<file path="config.mk">
export PLATFORM = sky130hd
export DESIGN_NAME = fetch_stage_ctrl
export DESIGN_NICKNAME = d
export VERILOG_FILES = /design/src/rtl/cpu_pkg.sv /design/src/rtl/fetch_skid_buf.sv /design/src/rtl/fetch_stage_ctrl.sv
export SDC_FILE = /design/constraint.sdc
export NUM_CORES = 1
export LEC_CHECK = 0
export ABC_AREA = 1
export CAP_MARGIN = 20
export CORE_MARGIN = 2
export CORE_UTILIZATION = 50
export CTS_CLUSTER_DIAMETER = 200
export DETAILED_ROUTE_END_ITERATION = 12
export PLACE_DENSITY = 0.77
export SLEW_MARGIN = 20
export SYNTH_ARGS = -nofsm -noshare
export SYNTH_HDL_FRONTEND = slang
export SYNTH_SLANG_ARGS = --single-unit
</file>
<file path="constraint.sdc">
create_clock -name clk_i -period 2.2 [get_ports clk_i]
set_input_delay 0.44 -clock clk_i [delete_from_list [all_inputs] [get_ports clk_i]]
set_output_delay 0.44 -clock clk_i [all_outputs]
set_load 0.1 [all_outputs]
</file>
<file path="src/rtl/cpu_pkg.sv">
// cpu_pkg
//   Shared types and defaults for the fetch stage.
//   - fetch_state_t : fetch controller state encoding
//   - if_id_t       : 65-bit IF/ID pipeline register {pc4, instr, valid}
//   - NOP_INSTR_DEF, RESET_PC_DEF : default parameter values
//   - pc_plus4()    : 32-bit PC increment, wraps modulo 2^32
package cpu_pkg;

    typedef enum logic [1:0] {
        ST_IDLE    = 2'd0,
        ST_FETCH   = 2'd1,
        ST_DISCARD = 2'd2
    } fetch_state_t;

    localparam logic [31:0] NOP_INSTR_DEF = 32'h0000_0000;
    localparam logic [31:0] RESET_PC_DEF  = 32'h0000_0000;

    typedef struct packed {
        logic [31:0] pc4;
        logic [31:0] instr;
        logic        valid;
    } if_id_t;

    function automatic logic [31:0] pc_plus4(input logic [31:0] pc);
        return pc + 32'd4;
    endfunction

endpackage

</file>
<file path="src/rtl/fetch_skid_buf.sv">
// fetch_skid_buf
//   Single-entry holding buffer for an instruction that arrived while the
//   pipeline was stalled.
//   Ports:
//     clk_i   : clock
//     rst_i   : asynchronous active-low reset
//     load_i  : capture data_i, buffer becomes full
//     drain_i : buffer contents consumed, buffer becomes empty
//     clear_i : discard contents (flush); wins over load and drain
//     data_i  : entry to capture
//     data_o  : held entry
//     full_o  : buffer holds an entry
module fetch_skid_buf
    import cpu_pkg::*;
(
    input  logic   clk_i,
    input  logic   rst_i,
    input  logic   load_i,
    input  logic   drain_i,
    input  logic   clear_i,
    input  if_id_t data_i,
    output if_id_t data_o,
    output logic   full_o
);

    if_id_t data_q;
    logic   full_q;

    always_ff @(posedge clk_i or negedge rst_i) begin
        if (!rst_i) begin
            data_q <= '0;
            full_q <= 1'b0;
        end else if (clear_i) begin
            full_q <= 1'b0;
        end else if (load_i) begin
            data_q <= data_i;
            full_q <= 1'b1;
        end else if (drain_i) begin
            full_q <= 1'b0;
        end
    end

    assign data_o = data_q;
    assign full_o = full_q;

endmodule

</file>
<file path="src/rtl/fetch_stage_ctrl.sv">
// fetch_stage_ctrl
//   Instruction fetch stage: owns the PC, the instruction-memory request
//   handshake and the IF/ID register. Applies load-use stalls (hold) and
//   taken-branch flushes (NOP + redirect) decided by the hazard unit.
//
//   state   | meaning
//   --------+-------------------------------------------------------------
//   IDLE    | no request issued; waiting for start_i
//   FETCH   | request at pc_o while the skid buffer is empty
//   DISCARD | flushed while a request was outstanding; wait for it, drop
//           | the word, then redirect to the latched target
//
//   Ports:
//     clk_i, rst_i                : clock, asynchronous active-low reset
//     start_i                     : fetch enable
//     hd_sel_i                    : 1 = normal, 0 = load-use stall
//     hd_flush_i, branch_target_i : taken-branch flush and redirect address
//     imem_req_o, imem_addr_o     : fetch request / address
//     imem_ready_i, imem_data_i   : response handshake / instruction word
//     pc_o                        : current fetch PC
//     if_id_pc4_o, if_id_instr_o, if_id_valid_o : IF/ID register
//   Optional (FETCH_PERF_CNT_EN):
//     stall_cnt_o, flush_cnt_o    : saturating stall-cycle / flush counters
module fetch_stage_ctrl
    import cpu_pkg::*;
#(
    parameter logic [31:0] RESET_PC  = RESET_PC_DEF,
    parameter logic [31:0] NOP_INSTR = NOP_INSTR_DEF
) (
    input  logic        clk_i,
    input  logic        rst_i,
    input  logic        start_i,
    input  logic        hd_sel_i,
    input  logic        hd_flush_i,
    input  logic [31:0] branch_target_i,
    output logic        imem_req_o,
    output logic [31:0] imem_addr_o,
    input  logic        imem_ready_i,
    input  logic [31:0] imem_data_i,
    output logic [31:0] pc_o,
    output logic [31:0] if_id_pc4_o,
    output logic [31:0] if_id_instr_o,
`ifdef FETCH_PERF_CNT_EN
    output logic        if_id_valid_o,
    output logic [31:0] stall_cnt_o,
    output logic [31:0] flush_cnt_o
`else
    output logic        if_id_valid_o
`endif
);

    fetch_state_t state_q, state_d;
    logic [31:0]  pc_q, pc_d;
    logic [31:0]  target_q, target_d;
    if_id_t       if_id_q, if_id_d;

    logic         skid_load, skid_drain, skid_clear, skid_full;
    if_id_t       skid_data;
    if_id_t       fetched;
    if_id_t       bubble;
    logic         req, xfer, stall, flush_acc;

    assign req     = ((state_q == ST_FETCH) && !skid_full) || (state_q == ST_DISCARD);
    assign xfer    = req && imem_ready_i;
    assign stall   = !hd_sel_i;
    assign fetched = '{pc4: pc_plus4(pc_q), instr: imem_data_i, valid: 1'b1};
    assign bubble  = '{pc4: 32'h0, instr: NOP_INSTR, valid: 1'b0};

    fetch_skid_buf u_skid (
        .clk_i   (clk_i),
        .rst_i   (rst_i),
        .load_i  (skid_load),
        .drain_i (skid_drain),
        .clear_i (skid_clear),
        .data_i  (fetched),
        .data_o  (skid_data),
        .full_o  (skid_full)
    );

    always_comb begin
        state_d    = state_q;
        pc_d       = pc_q;
        target_d   = target_q;
        if_id_d    = if_id_q;
        skid_load  = 1'b0;
        skid_drain = 1'b0;
        skid_clear = 1'b0;
        flush_acc  = 1'b0;

        // Datapath action; stall outranks flush.
        if (stall) begin
            if (xfer && (state_q == ST_FETCH))
                skid_load = 1'b1;
        end else if (hd_flush_i) begin
            flush_acc  = 1'b1;
            if_id_d    = bubble;
            skid_clear = 1'b1;
            if (!req || xfer) begin
                pc_d = branch_target_i;
            end else begin
                // Address must stay stable until the memory answers.
                target_d = branch_target_i;
                state_d  = ST_DISCARD;
            end
        end else if (state_q == ST_DISCARD) begin
            if_id_d = bubble;
        end else if (skid_full) begin
            if_id_d    = skid_data;
            pc_d       = pc_plus4(pc_q);
            skid_drain = 1'b1;
        end else if (xfer) begin
            if_id_d = fetched;
            pc_d    = pc_plus4(pc_q);
        end else begin
            if_id_d = bubble;
        end

        // Sequencing.
        case (state_q)
            ST_IDLE: begin
                if (start_i)
                    state_d = ST_FETCH;
            end
            ST_FETCH: begin
                if ((state_d == ST_FETCH) && !start_i && !stall && (xfer || !req))
                    state_d = ST_IDLE;
            end
            ST_DISCARD: begin
                // The dropped word is never an instruction, so the redirect
                // proceeds even under a stall; a same-cycle flush target wins.
                if (xfer) begin
                    state_d = ST_FETCH;
                    if (!flush_acc)
                        pc_d = target_q;
                end
            end
            default: state_d = ST_IDLE;
        endcase
    end

    always_ff @(posedge clk_i or negedge rst_i) begin
        if (!rst_i) begin
            state_q  <= ST_IDLE;
            pc_q     <= RESET_PC;
            target_q <= 32'h0;
            if_id_q  <= '{pc4: 32'h0, instr: NOP_INSTR, valid: 1'b0};
        end else begin
            state_q  <= state_d;
            pc_q     <= pc_d;
            target_q <= target_d;
            if_id_q  <= if_id_d;
        end
    end

    assign imem_req_o    = req;
    assign imem_addr_o   = pc_q;
    assign pc_o          = pc_q;
    assign if_id_pc4_o   = if_id_q.pc4;
    assign if_id_instr_o = if_id_q.instr;
    assign if_id_valid_o = if_id_q.valid;

`ifdef FETCH_PERF_CNT_EN
    logic [31:0] stall_cnt_q, flush_cnt_q;

    always_ff @(posedge clk_i or negedge rst_i) begin
        if (!rst_i) begin
            stall_cnt_q <= 32'h0;
            flush_cnt_q <= 32'h0;
        end else begin
            if (stall && (stall_cnt_q != 32'hFFFF_FFFF))
                stall_cnt_q <= stall_cnt_q + 32'd1;
            if (flush_acc && (flush_cnt_q != 32'hFFFF_FFFF))
                flush_cnt_q <= flush_cnt_q + 32'd1;
        end
    end

    assign stall_cnt_o = stall_cnt_q;
    assign flush_cnt_o = flush_cnt_q;
`endif

endmodule

</file>
Word-level counts from Yosys, hierarchy flattened
Cells that the tools add are included.
Word-level totals
  bits in registers: 197
  input bits: 70
  output and inout bits: 130
  logic and storage cells: 62
Cells by class
  add/sub/neg operators: 1
  equality and inequality tests: 3
  multiplexer cells: 31
  bitwise operators: 2
  reduce and logical (&&, ||, !) cells: 15
Operators by type and width (number)
  32-bit 2-to-1 mux: 9
  65-bit 2-to-1 mux: 4
  32-bit by 3-bit adder with 32-bit output (second input constant): 1
  2-bit 2-to-1 mux: 6
  1-bit 2-to-1 mux: 11
  1-bit logical AND: 6
  2-bit case mux with 3 select lines: 1
  2-bit by 1-bit equality test with 1-bit output (second input constant): 2
  1-bit logical NOT: 3
  3-bit AND reduction: 1
  3-bit nonzero test: 1
  2-bit equality test (second input constant): 1
  2-bit logical NOT: 1
  1-bit logical OR: 2
  1-bit inverter: 2
  2-bit AND reduction: 1

Longest topological paths before layout
  word-level depth: 14
  depth in mapped cells: 13
  mapped depth without buffers: 12

Cells and area by module
Synthesis repeated with hierarchy kept, for this count alone.
Unflattened totals
  cell total of the unflattened synthesis: 1458
  area total of the unflattened synthesis: 10615.2 µm²
Modules (own cells, without submodules)
  fetch_stage_ctrl: times used 1, cells each 1171, area an instance 7993.9 µm², seq. area each 3278.1 µm²
  fetch_skid_buf: times used 1, cells each 287, area an instance 2621.3 µm², seq. area each 1651.6 µm²

Worst setup path after synthesis
Ideal clock, no wire load.
  path type: flip-flop to flip-flop
  from: reg pc_q[2], in the netlist imem_addr_o[2]
  to: reg pc_q[12], in the netlist imem_addr_o[12]
  setup time: 117 ps
  arrival: 2287 ps
  data required time: 2083 ps
  path slack: -204 ps
  stages on the path, launching flop included: 13
  clock period less this slack: 2404 ps
  cells stage by stage: dfrtp_1 ha_1 inv_1 nor2_4 nand2_1 nor2_1 nand2_1 nand2_1 nand2_1 nand3_1 nand3_1 nand2_1 nand2_1
Between the ends
  longest elaborated chain between the ends: 9
RTL lines
  from (decl): line fetch_stage_ctrl.sv:53  | logic [31:0] pc_q, pc_d;
  from (signal assigned): line fetch_stage_ctrl.sv:149  | pc_q <= pc_d;
  32-bit by 3-bit adder with 32-bit output *: line cpu_pkg.sv:25  | return pc + 32'd4;
  32-bit 2-to-1 mux: line fetch_stage_ctrl.sv:111  | end else if (xfer) begin
  32-bit 2-to-1 mux *: line fetch_stage_ctrl.sv:107  | end else if (skid_full) begin
  32-bit 2-to-1 mux *: line fetch_stage_ctrl.sv:105  | end else if (state_q == ST_DISCARD) begin
  32-bit 2-to-1 mux *: line fetch_stage_ctrl.sv:94  | end else if (hd_flush_i) begin
  32-bit 2-to-1 mux *: line fetch_stage_ctrl.sv:91  | if (stall) begin
  32-bit 2-to-1 mux: line fetch_stage_ctrl.sv:133  | if (!flush_acc)
  32-bit 2-to-1 mux: line fetch_stage_ctrl.sv:131  | if (xfer) begin
  32-bit 2-to-1 mux *: line fetch_stage_ctrl.sv:119  | case (state_q)
  via pc_d[12]: line fetch_stage_ctrl.sv:53
Mark *: on every way through the listed nets, which the timed path passes. The rest lies on a longest branch.
A chain may end at the register's enable or synchronous reset.

Worst setup path after layout
  from: reg pc_q[9], in the netlist imem_addr_o[9]
  to: reg if_id_q, in the netlist if_id_pc4_o[28]
Between the ends
  longest elaborated chain between the ends: 5
RTL lines
  32-bit by 3-bit adder with 32-bit output: line cpu_pkg.sv:25
  65-bit 2-to-1 mux: line fetch_stage_ctrl.sv:111
  65-bit 2-to-1 mux: line fetch_stage_ctrl.sv:107
  65-bit 2-to-1 mux: line fetch_stage_ctrl.sv:105
  65-bit 2-to-1 mux: line fetch_stage_ctrl.sv:94
  to (signal assigned): line fetch_stage_ctrl.sv:146  | if_id_q <= '{pc4: 32'h0, instr: NOP_INSTR, valid: 1'b0};
  to (signal assigned): line fetch_stage_ctrl.sv:151  | if_id_q <= if_id_d;
  to (decl): line fetch_stage_ctrl.sv:55  | if_id_t if_id_q, if_id_d;
No other way between the ends.

==> flow_summary.ini <==
[sta]
max_slew_margin_pct = 59.43
fin_crit_ns = 2.006
max_freq_mhz = 498.5
setup_tns_ns = 0
finalCritPeriodShare_pct = 91.18
finalClockSkew_ns = 0.01340
grt_setup_unrepaired = false
setup_violations = 0
hold_viol_final = 0
worstMarginPinSlew_ns = 0.6086
maxSlewViolCount = 0

[setup_path]
max_stage_delay_ns = 0.49
crit_path_max_fanout = 7
path_cells = nand2_1 > nor2_2 > nand2_1 > nor2_1 > nand2_1 > nand2_1 > nand2_1 > nand2_1 > o21ai_0 > nand2_1 > nand2_1
crit_arrival_ns = 2.34
critical_path.endpoint_type = flop
path_class = reg -> reg
cp_slowest_cell = dfrtp_1
crit_path_frequent_cell = nand2_1
start_kind = flop
reg2regPathDepth = 11
required_ns = 2.53

[synth]
yosysTopAreaCellShare_pct = 46.65
synthCells = 1414
ys_ff_latch = 197
yosysWarnings = 0
yosys.area.top_type = dfrtp_1
ys_types = 33
synth_common_cells = nand2_1 (489), dfrtp_1 (197), o21ai_0 (147)
ys.flop_type = dfrtp_1
synthTopCellsByArea = dfrtp_1 (47%), nand2_1 (17%), o21ai_0 (7.0%)
synthMostInstantiatedCell = nand2_1
syn_avg_cell_area_um2 = 7.474
syn-num-nets = 1486
yosysSeqAreaShare_pct = 46.65
synthArstFlopShare_pct = 100.0
synth_edf_count = 0
synth_area_um2 = 10570

[pwr]
leakage_nw = 6.641
powerDensity_nw_per_um2 = 1458
vdd_drop_max_v = 0.001323

[route]
via_count = 9898
vias_per_cell = 5.322
wl_per_cell_um = 16.12
antenna_left = 0
drtIter0Drc = 720
first_pass_iters = 7
drc = 0
wl_um = 29980

[clock_tree]
post_cts_buffers = 0
cts_buffers = 17
h-tree-depth = 4
cts_root_buffer = clkbuf_16
cts_resized = 0
insertion_delay_ns = 0.44
clkTransAtPathRegs_ns = 0.08
clockBufferDepth = 2
hold_buffers = 0
clock_sinks = 197
cts_tree = done

[placement]
gp_congestion = 0.9323
portBuffers = 199
hpwl_um = 21020
dp.cells = 1828

[floorplanning]
ios = 200
die_h_um = 149.4
die_x_um = 149.4
start_util_pct = 50.59
coreArea_um2 = 20890
rows = 53
die_area_um2 = 22310

[global_routing]
grt_pass1_wl_um = 48130
grt_pass1_vias = 9364
antenna_found_initial = 0
gr-total-overflow = 0
grt_util_all_layers_pct = 27.18
grt_max_degree = 96

[finish]
fin_cells = 1860
synthToLayoutAreaGrowth_pct = 25.03
diodes = 0
layout-drive-gt1-share_pct = 15.65
nNetsFinal = 1644
post-route-util_pct = 63.25
nFillCells = 1858

[min_path]
hold_class = in -> async

[status]
status = completed

[flow_run]
drv_cap = 0
layout by cell type, fill, tap and decap left out, types with 3 or more instances in the layout:
cell / count
nor2_4: 3
buf_12: 19
o21ai_0: 146
clkdlybuf4s50_1: 68
clkinv_4: 3
inv_8: 3
buf_4: 162
nand3_2: 3
inv_2: 7
clkbuf_16: 17
inv_1: 131
o21ai_1: 35
nor2_1: 64
a31oi_1: 5
a21oi_1: 81
dfrtp_2: 4
mux2_2: 9
dfrtp_1: 193
o211ai_1: 4
inv_6: 3
nand4_1: 3
a22oi_1: 7
bufinv_16: 3
xor2_1: 5
nand2_1: 489
nand2_2: 4
a22o_1: 36
nand3_1: 62
kinds of logic after synthesis:
kind of cell	Yosys count	share of synthesized area (%)
AO/OA/AOI/OAI	317	16.79
XOR/XNOR	5	0.4144
adder cells (fa/ha/maj)	2	0.2368
buffers and inverters	250	10.96
flip-flops	197	46.65
multiplexers	10	1.054
AND/OR/NAND/NOR	633	23.89
routing by layer:
layer / wire, um / share of wire [%] / GRT usage (%) / vias up
met5: 0 / 0 / 0 / -
met2: 13860 / 46 / 43.00 / 405
met1: 13700 / 46 / 39.15 / 4618
met4: 534 / 1.8 / 8.048 / 0
li1: - / - / - / 4832
met3: 1877 / 6.3 / 3.609 / 43
path summary, 6_finish.rpt:
| path | slack, ns | startpoint | to |
|---|---|---|---|
| min in group clk_i | 0.46 | u_skid.data_o[0] | u_skid.data_o[0] |
| max in group asynchronous | 1.52 | rst_i | if_id_pc4_o[30] |
| setup reg to reg | 0.19 | imem_addr_o[9] | if_id_pc4_o[28] |
| hold reg to reg | 0.46 | u_skid.data_o[0] | u_skid.data_o[0] |
| setup / recovery | 0.19 | imem_addr_o[9] | if_id_pc4_o[28] |
| hold / removal | 0.02 | rst_i | if_id_instr_o[5] |
per-stage QoR:
stage / power, mW / setup slack [ns] / hold WS (ns) / cell area (um2)
5_1_grt: 20.28 / 0.009050 / 0.05317 / 13210
3_5_place_dp: 15.86 / 0.08616 / 0.4391 / 12570
2_1_floorplan: 13.46 / 0.01082 / 0.1444 / 10570
3_3_place_gp: 15.67 / 0.1064 / 0.4332 / 12570
6_report: 19.26 / 0.1941 / 0.01743 / 13210
4_1_cts: 19.28 / 0.1519 / 0.03811 / 13210
sequential cells by signal (all words and copies together), names as in the netlist:
register / flops
state_q: 2
imem_addr_o: 32
target_q: 32
if_id_pc4_o: 32
if_id_valid_o: 1
if_id_instr_o: 32
u_skid.data_o: 65
u_skid.full_o: 1
report_power, final:
group / internal (mW) / switching, mW / leakage, nW
Clock: 1.85 / 1.53 / 0.314
Sequential: 4.87 / 0.869 / 2.46
Combinational: 2.52 / 7.62 / 3.86
Total: 9.24 / 10.0 / 6.64
cell type report:
class                      instances  area (um2)  share of cell area, %
inverter                         139       521.8                  3.949
multi-input combinational        967        4482                  33.92
clock buffer                      17       425.4                  3.220
sequential                       197        4935                  37.35
timing repair buffer             250        2291                  17.34
clock inverter                    15       214.0                  1.619
tap                              275       344.1                  2.604
worst max-delay path, delay by kind of cell, from the launching register on:
family / cells / cell delay (ns)
and+or+nand+nor: 10 / 1.30
DFF: 1 / 0.49
AOI/OAI and AO/OA: 1 / 0.09
Note: power is estimated with default switching activity, not from simulation.
